===== config.mk =====
export PLATFORM = sky130hd
export DESIGN_NAME = pktmux
export DESIGN_NICKNAME = d
export VERILOG_FILES = /design/src/rtl/pktmux_pkg.sv /design/src/rtl/pkt_outreg.sv /design/src/rtl/pktmux.sv
export SDC_FILE = /design/constraint.sdc
export NUM_CORES = 1
export LEC_CHECK = 0
export BUFFER_PORTS_ARGS = -buffer_cell sky130_fd_sc_hd__buf_2
export CORE_AREA = 2 2 136 138
export DETAILED_ROUTE_END_ITERATION = 12
export DIE_AREA = 0 0 138 140
export GPL_TIMING_DRIVEN = 0
export SLEW_MARGIN = 10
export SYNTH_ARGS = -nofsm -noshare
export SYNTH_HDL_FRONTEND = slang
export SYNTH_HIERARCHICAL = 1
export SYNTH_SLANG_ARGS = --single-unit

===== constraint.sdc =====
create_clock -name i_clk -period 1.55 [get_ports i_clk]
set_input_delay 0.31 -clock i_clk [delete_from_list [all_inputs] [get_ports i_clk]]
set_output_delay 0.31 -clock i_clk [all_outputs]
set_load 0.01 [all_outputs]

===== src/rtl/pktmux_pkg.sv =====
// pktmux_pkg: shared FSM encoding, default sizes and grant decode helper.
package pktmux_pkg;

    localparam int NIN_DEF = 4;
    localparam int DW_DEF  = 64;

    // IDLE: between packets; PKT: a packet has started but its LAST is not yet accepted.
    typedef enum logic {
        IDLE = 1'b0,
        PKT  = 1'b1
    } state_t;

    // One-hot to index. A multi-hot input resolves to the lowest set bit; zero yields 0.
    function automatic int onehot_idx(input logic [31:0] oh);
        int idx;
        idx = 0;
        for (int i = 31; i >= 0; i--) begin
            if (oh[i]) idx = i;
        end
        return idx;
    endfunction

endpackage


===== src/rtl/pkt_outreg.sv =====
// pkt_outreg: registered output beat (DATA + LAST) with VALID/READY handshake.
// The clear input drops any held beat regardless of READY.
module pkt_outreg #(
    parameter int DW = 64
) (
    input  logic          clk,
    input  logic          rst_n,
    input  logic          load,
    input  logic          clear,
    input  logic [DW-1:0] d_data,
    input  logic          d_last,
    input  logic          ready,
    output logic          valid,
    output logic [DW-1:0] data,
    output logic          last
);

    // Capture on load, drain on downstream accept, hold otherwise; clear wins over everything.
    always_ff @(posedge clk or negedge rst_n) begin
        if (!rst_n) begin
            valid <= 1'b0;
            data  <= '0;
            last  <= 1'b0;
        end else if (clear) begin
            valid <= 1'b0;
        end else if (load) begin
            valid <= 1'b1;
            data  <= d_data;
            last  <= d_last;
        end else if (ready) begin
            valid <= 1'b0;
        end
    end

endmodule


===== src/rtl/pktmux.sv =====
// pktmux: forwards the granted source's AXI-stream packet onto one registered
// output port and holds the arbiter grant (o_stall) until LAST is accepted.
// Optional feature macro PKTMUX_ABORT_EN adds per-source ABORT inputs and an
// M_AXIN_ABORT pulse output that terminate a packet early.
module pktmux
    import pktmux_pkg::*;
#(
    parameter int NIN = NIN_DEF,
    parameter int DW  = DW_DEF
) (
    input  logic              i_clk,
    input  logic              i_reset_n,
    input  logic [NIN-1:0]    i_grant,
    output logic              o_stall,
    output logic [NIN-1:0]    o_req,
    input  logic [NIN-1:0]    S_AXIN_VALID,
    output logic [NIN-1:0]    S_AXIN_READY,
    input  logic [NIN*DW-1:0] S_AXIN_DATA,
    input  logic [NIN-1:0]    S_AXIN_LAST,
`ifdef PKTMUX_ABORT_EN
    input  logic [NIN-1:0]    S_AXIN_ABORT,
    output logic              M_AXIN_ABORT,
`endif
    output logic              M_AXIN_VALID,
    input  logic              M_AXIN_READY,
    output logic [DW-1:0]     M_AXIN_DATA,
    output logic              M_AXIN_LAST
);

    localparam int SW = (NIN > 1) ? $clog2(NIN) : 1;

    state_t        state;
    state_t        state_nxt;
    logic [SW-1:0] sel;
    logic          grant_any;
    logic          out_free;
    logic          ready_sel;
    logic          accept;
    logic          acc_last;
    logic          abort_hit;
    logic          sel_valid;
    logic          sel_last;
    logic [DW-1:0] sel_data;

    assign sel       = SW'(onehot_idx(32'(i_grant)));
    assign grant_any = |i_grant;
    assign sel_valid = S_AXIN_VALID[sel];
    assign sel_last  = S_AXIN_LAST[sel];
    assign sel_data  = S_AXIN_DATA[sel*DW +: DW];
    assign o_req     = S_AXIN_VALID;

    // Output slot is free when empty or being drained this cycle.
    assign out_free  = !M_AXIN_VALID || M_AXIN_READY;

`ifdef PKTMUX_ABORT_EN
    // Abort only counts inside a packet; an abort in IDLE is ignored.
    assign abort_hit = grant_any && (state == PKT) && S_AXIN_ABORT[sel];
`else
    assign abort_hit = 1'b0;
`endif

    // Reset gates the combinational handshake so nothing is accepted while held in reset.
    assign ready_sel = i_reset_n && grant_any && out_free && !abort_hit;
    assign accept    = ready_sel && sel_valid;
    assign acc_last  = accept && sel_last;

    // Release the grant in the cycle LAST is accepted (or the packet aborts).
    assign o_stall   = i_reset_n && grant_any && !acc_last && !abort_hit;

    // Only the selected source sees READY.
    always_comb begin
        S_AXIN_READY      = '0;
        S_AXIN_READY[sel] = ready_sel;
    end

    // Packet-tracking state register.
    always_ff @(posedge i_clk or negedge i_reset_n) begin
        if (!i_reset_n) state <= IDLE;
        else            state <= state_nxt;
    end

    // Enter PKT on a non-LAST first beat; leave on accepted LAST or abort.
    always_comb begin
        state_nxt = state;
        case (state)
            IDLE:    if (accept && !sel_last)  state_nxt = PKT;
            PKT:     if (acc_last || abort_hit) state_nxt = IDLE;
            default: state_nxt = IDLE;
        endcase
    end

`ifdef PKTMUX_ABORT_EN
    // One-cycle registered abort pulse, independent of downstream READY.
    always_ff @(posedge i_clk or negedge i_reset_n) begin
        if (!i_reset_n) M_AXIN_ABORT <= 1'b0;
        else            M_AXIN_ABORT <= abort_hit;
    end
`endif

    pkt_outreg #(.DW(DW)) u_outreg (
        .clk    (i_clk),
        .rst_n  (i_reset_n),
        .load   (accept),
        .clear  (abort_hit),
        .d_data (sel_data),
        .d_last (sel_last),
        .ready  (M_AXIN_READY),
        .valid  (M_AXIN_VALID),
        .data   (M_AXIN_DATA),
        .last   (M_AXIN_LAST)
    );

endmodule

== Yosys cells after proc, flatten, opt, wreduce, memory -nomap -nowiden ==
Cells that the tools add are included.

* Register bits: 66
* Input port bits: 271
* Output and inout bits: 75

* $lt $le $gt $ge: 2
* Shift-type cells: 1
* Multiplexer cells: 12
* Bitwise gates (word level): 1
* Reductions and logical operators: 11

{| class="wikitable"
|+ Operators by type and width
! cell !! number
|-
| indexed part select 256 x 9 -> 64 bit || 1
|-
| two-way mux 2 bit || 4
|-
| logical AND 1 bit || 6
|-
| two-way mux 1 bit || 5
|-
| AND 4 bit || 1
|-
| binary-select mux 1 bit (select 2 bit) || 2
|-
| OR reduction 4 bit || 1
|-
| less-than comparator 2 x 3 -> 1 bit, second input constant || 1
|-
| demux 1 bit (select 2 bit) || 1
|-
| >= comparator 2 x 1 -> 1 bit, second input constant || 1
|-
| logical NOT 1 bit || 2
|-
| nonzero test 2 bit || 1
|-
| logical OR 1 bit || 1
|}

== Depth between registers and ports, before layout ==
* Depth in word-level cells: 10
* Mapped depth: 9

== Modules after synthesis ==
The synthesis kept the hierarchy.

{| class="wikitable"
|+ Modules (own cells, without submodules)
! module !! times used !! cells each !! area each (µm²) !! seq. area each (µm²)
|-
| pkt_outreg || 1 || 142 || 2727.6 || 1651.6
|-
| pktmux || 1 || 261 || 1810.5 || 0.0
|}

== Worst setup path after synthesis ==
Ideal clock, no wire load.

* Path kind: in2reg
* Start point: in i_grant[1]
* End point: reg u_outreg.data[10]
* Library setup time: 0.125 ns
* Data arrival time: 1.954 ns
* Path slack: -0.529 ns
* Stages: 9
* Buffers on the path: 3
* Cells stage by stage: buf_2 -> or3_4 -> nand2b_4 -> a22o_1 -> nor2b_1 -> nor2b_4 -> buf_12 -> buf_12 -> mux2_4

* Longest elaborated chain between the ends: 5
* Elaborated cells between the ends (all ways): 9
* Classes of those cells: 1 x shift; 4 x mux; 4 x reduce/logical

{| class="wikitable"
|+ RTL lines
! item !! line !! text
|-
| start: declaration || pktmux.sv:13 || <nowiki>input logic [NIN-1:0] i_grant,</nowiki>
|-
| two-way mux 2 bit (2 in a row) || pktmux_pkg.sv:18 || <nowiki>if (oh[i]) idx = i;</nowiki>
|-
| binary-select mux 1 bit (select 2 bit) || pktmux.sv:47 || <nowiki>assign sel_valid = S_AXIN_VALID[sel];</nowiki>
|-
| two-way mux 1 bit (implied by the code) || pktmux.sv:47 ||
|-
| logical AND 1 bit * || pktmux.sv:64 || <nowiki>assign accept = ready_sel && sel_valid;</nowiki>
|-
| named net accept || pktmux.sv:38 || <nowiki>logic accept;</nowiki>
|-
| end signal: assignment || pkt_outreg.sv:28 || <nowiki>data <= d_data;</nowiki>
|-
| end: declaration || pkt_outreg.sv:14 || <nowiki>output logic [DW-1:0] data,</nowiki>
|}

Mark *: on every way through the listed nets, which the timed path passes. The rest lies on a longest branch. The select of a mux whose other input is x is not followed.
A chain may end at the register's enable or synchronous reset.

== Worst setup path after layout ==
* Start point: in i_grant[3]
* End point: reg u_outreg.data[18]

* Longest elaborated chain between the ends: 7
* Elaborated cells between the ends (all ways): 11
* Classes of those cells: 1 x shift; 6 x mux; 4 x reduce/logical

{| class="wikitable"
|+ RTL lines
! item !! line
|-
| two-way mux 2 bit (4 in a row) || pktmux_pkg.sv:18
|-
| binary-select mux 1 bit (select 2 bit) || pktmux.sv:47
|-
| two-way mux 1 bit (implied by the code) || pktmux.sv:47
|-
| logical AND 1 bit * || pktmux.sv:64
|-
| named net accept || pktmux.sv:38
|}

Marks and branches as above.

==> results.md <==
* Outcome: finished, violations left
* Failing checks: setup timing
* Yosys warns at 6
* Die Y at 140 µm
* Slew @ Worst Pin at 0.826 ns
* CP cell instances: buf_8, or3_4, nand2b_4, a22o_1, nor2b_4, nor2b_4, buf_12, buf_12, mux2_4
* Cell variety after synth at 32
* Reg2reg start: u_outreg/valid
* Top cell type's share of synthesized area at 36.4%
* Initial antenna violation count at 0
* Buf+Inv Stages, Crit Path at 3
* Area delta synth->final at 63.5%
* Area leader, netlist: dfrtp_1
* IO Port Bufs at 344
* Final hold slack at 0.0330 ns
* Routed via count at 4968
* Starting Density at 25.5%
* Min Tclk post-route at 1.86 ns
* TritonCTS Buffers at 9
* CTS Sinks at 66
* CTS clk-pin slew, worst paths at 0.06 ns
* DRC Markers at 0
* Die area at 19300 µm²
* Syn Std Cell Area at 4540 µm²
* Detailed Routing Iterations Pass 1 at 8
* DRT iter0 DRCs at 263
* Worst Setup SP: i_grant[3]
* Slowest stage delay, CP at 0.40 ns
* Cell Pwr Density at 971 nW/µm²
* RSZ-0062 raised after global routing: yes
* Achievable clock frequency at 0.539 GHz
* Worst slew margin at 44.7%
* Std-Cell Rows at 49
* Final worst setup slack at -0.306 ns
* Routability cong. at 0.889
* Leak pwr at 3.73 nW
* Delay-heaviest family, CP: simple AND/OR/NAND/NOR gates
* Core area at 17800 µm²
* Routed WL at 19000 µm
* Die width at 138 µm
* Hold Vio Cnt, Final at 0
* Cells after synthesis at 403
* TritonCTS clock tree: built
* CTS HTree Levels at 3
* GRT Overall Usage at 18.7%
* Register area share after synthesis at 36.4%
* Synthesis-stage register bit count at 66
* CP endpoint kind: flop
* Nets@finish at 1061
* Period utilisation layout at 120%
* CP Class: in -> reg
* Final ANT Viol Nets at 0
* Antenna cells at 0
* CTS Root Cell: clkbuf_16
* Worst setup SP type: input pin
* Vias per cell at 4.85
* Top area cells in the synthesized netlist: dfrtp_1 36%, a22oi_1 21%, mux2_4 17%
* Worst path required time at 1.76 ns
* First-pass GRT wire length at 28100 µm
* Layout cells sized above 1 at 63.8%
* Largest net degree at the start of global routing at 33
* CP Max Fanout at 10
* Max IR drop VDD at 0.453 mV
* Slew Limit Fails at 0
* Crit path DAT at 2.07 ns
* Clock Latency Late Sink at 0.33 ns
* Top Ports at 346
* Mean Syn Cell Area at 11.3 µm²
* Fin Clk Skew at 0.00343 ns
* Final setup viols at 69
* Clock Path Buffers at 2
* Max-Cap Viols at 0
* Detail Placement HPWL at 13800 µm
* Vias in the first global route at 4953
* WL/cell at 18.5 µm
* Worst-path cell with the longest stage delay: or3_4
* Tightest Hold Check Type: in -> async
* Residual overflow from global routing at 0
* Core Util, Final at 41.7%
[synth_stat cells, drive strengths merged]
cell,instances
a22oi,128
o21ai,67
dfrtp,66
mux2,65
buf,36
clkbuf,12
a21oi,4
nand2b,4
inv,3
nand2,3
nor2b,3
a211o,1
a22o,1
a31oi,1
and3,1
and4b,1
conb,1
nand3b,1
nor2,1
nor3b,1
nor4b,1
or3,1
or3b,1
[per-stage QoR]
stage          std cells  instance area (µm²)  TNS (ns)  total power, mW  setup WS [ns]
6_report            1024                 7420    -18.46             7.21         -0.306
3_5_place_dp         978                 6600    -60.98             5.15         -0.949
4_1_cts             1018                 7300    -18.05             7.27         -0.321
2_1_floorplan        404                 4570    -27.82             3.92         -0.448
5_1_grt             1024                 7420    -20.67             7.64         -0.337
3_3_place_gp         977                 6580   -131.31             5.13          -1.73
[sequential cells by signal, indices dropped and copies added, names as in the netlist]
name	flops
u_outreg/data	64
u_outreg/valid	1
u_outreg/last	1
[logic make-up after synthesis]
group,Yosys count,synth area share (%)
AO/OA/AOI/OAI,202,29.6
flip-flops,66,36.4
multiplexers,65,20.3
buffers and inverters,51,10.4
AND/OR/NAND/NOR,18,3.28
other,1,0.0826
[metal layers]
layer | global-route usage (%) | vias up | routed length [µm]
met5 | 0 | - | 0
met4 | 6.34 | 0 | 379
met3 | 3.42 | 24 | 1160
met2 | 31.7 | 230 | 9320
met1 | 24.1 | 2349 | 8110
li1 | - | 2365 | -
[what timing repair did]
action / CTS / global route
gates resized for setup: 36 / 25
setup buffers: 17 / 7
endpoints found under the setup margin: 70 / 69
hold buffers: 4 / 0
endpoints found under the hold margin: 32 / 0
pin swaps: 5 / 8
cloned: 4 / 1
[layout by cell type, fill, tap and decap left out, types with 9 or more instances in the layout]
cell type and n:
clkbuf_16 10, o21ai_0 23, dfrtp_1 66, o21ai_1 42
mux2_2 10, mux2_4 55, buf_2 343, clkbuf_1 11
buf_12 15, a22oi_1 128, buf_4 21, buf_8 9
buf_6 17
[layout make-up]
| cell class | count | area [µm²] |
|---|---|---|
| tap | 229 | 287 |
| multi-input combinational | 287 | 2490 |
| clock inverter | 7 | 53.8 |
| buffer | 47 | 531 |
| fill | 1752 | 10400 |
| clock buffer | 9 | 225 |
| sequential | 66 | 1650 |
| timing repair buffer | 376 | 2170 |
| inverter | 3 | 11.3 |
[path summary, 6_finish.rpt]
kind / endpoint / slack [ns] / depth (start not counted)
worst max-delay path: u_outreg/data[18] / -0.31 / 9
worst min-delay path: u_outreg/data[33] / 0.03 / 2
worst max register to register: u_outreg/data[18] / -0.17 / 7
worst min register to register: u_outreg/data[33] / 0.50 / 1
max in group asynchronous: u_outreg/data[18] / 0.27 / 3
min in group i_clk: u_outreg/valid / 0.27 / 3
[where the power goes]
part	internal, mW	total, mW	switching [mW]
Combinational	1.59	2.78	1.19
Clock	1.09	1.92	0.830
Sequential	2.22	2.50	0.273
Total	4.91	7.21	2.30
No activity file was read; power rests on OpenSTA's default activity.
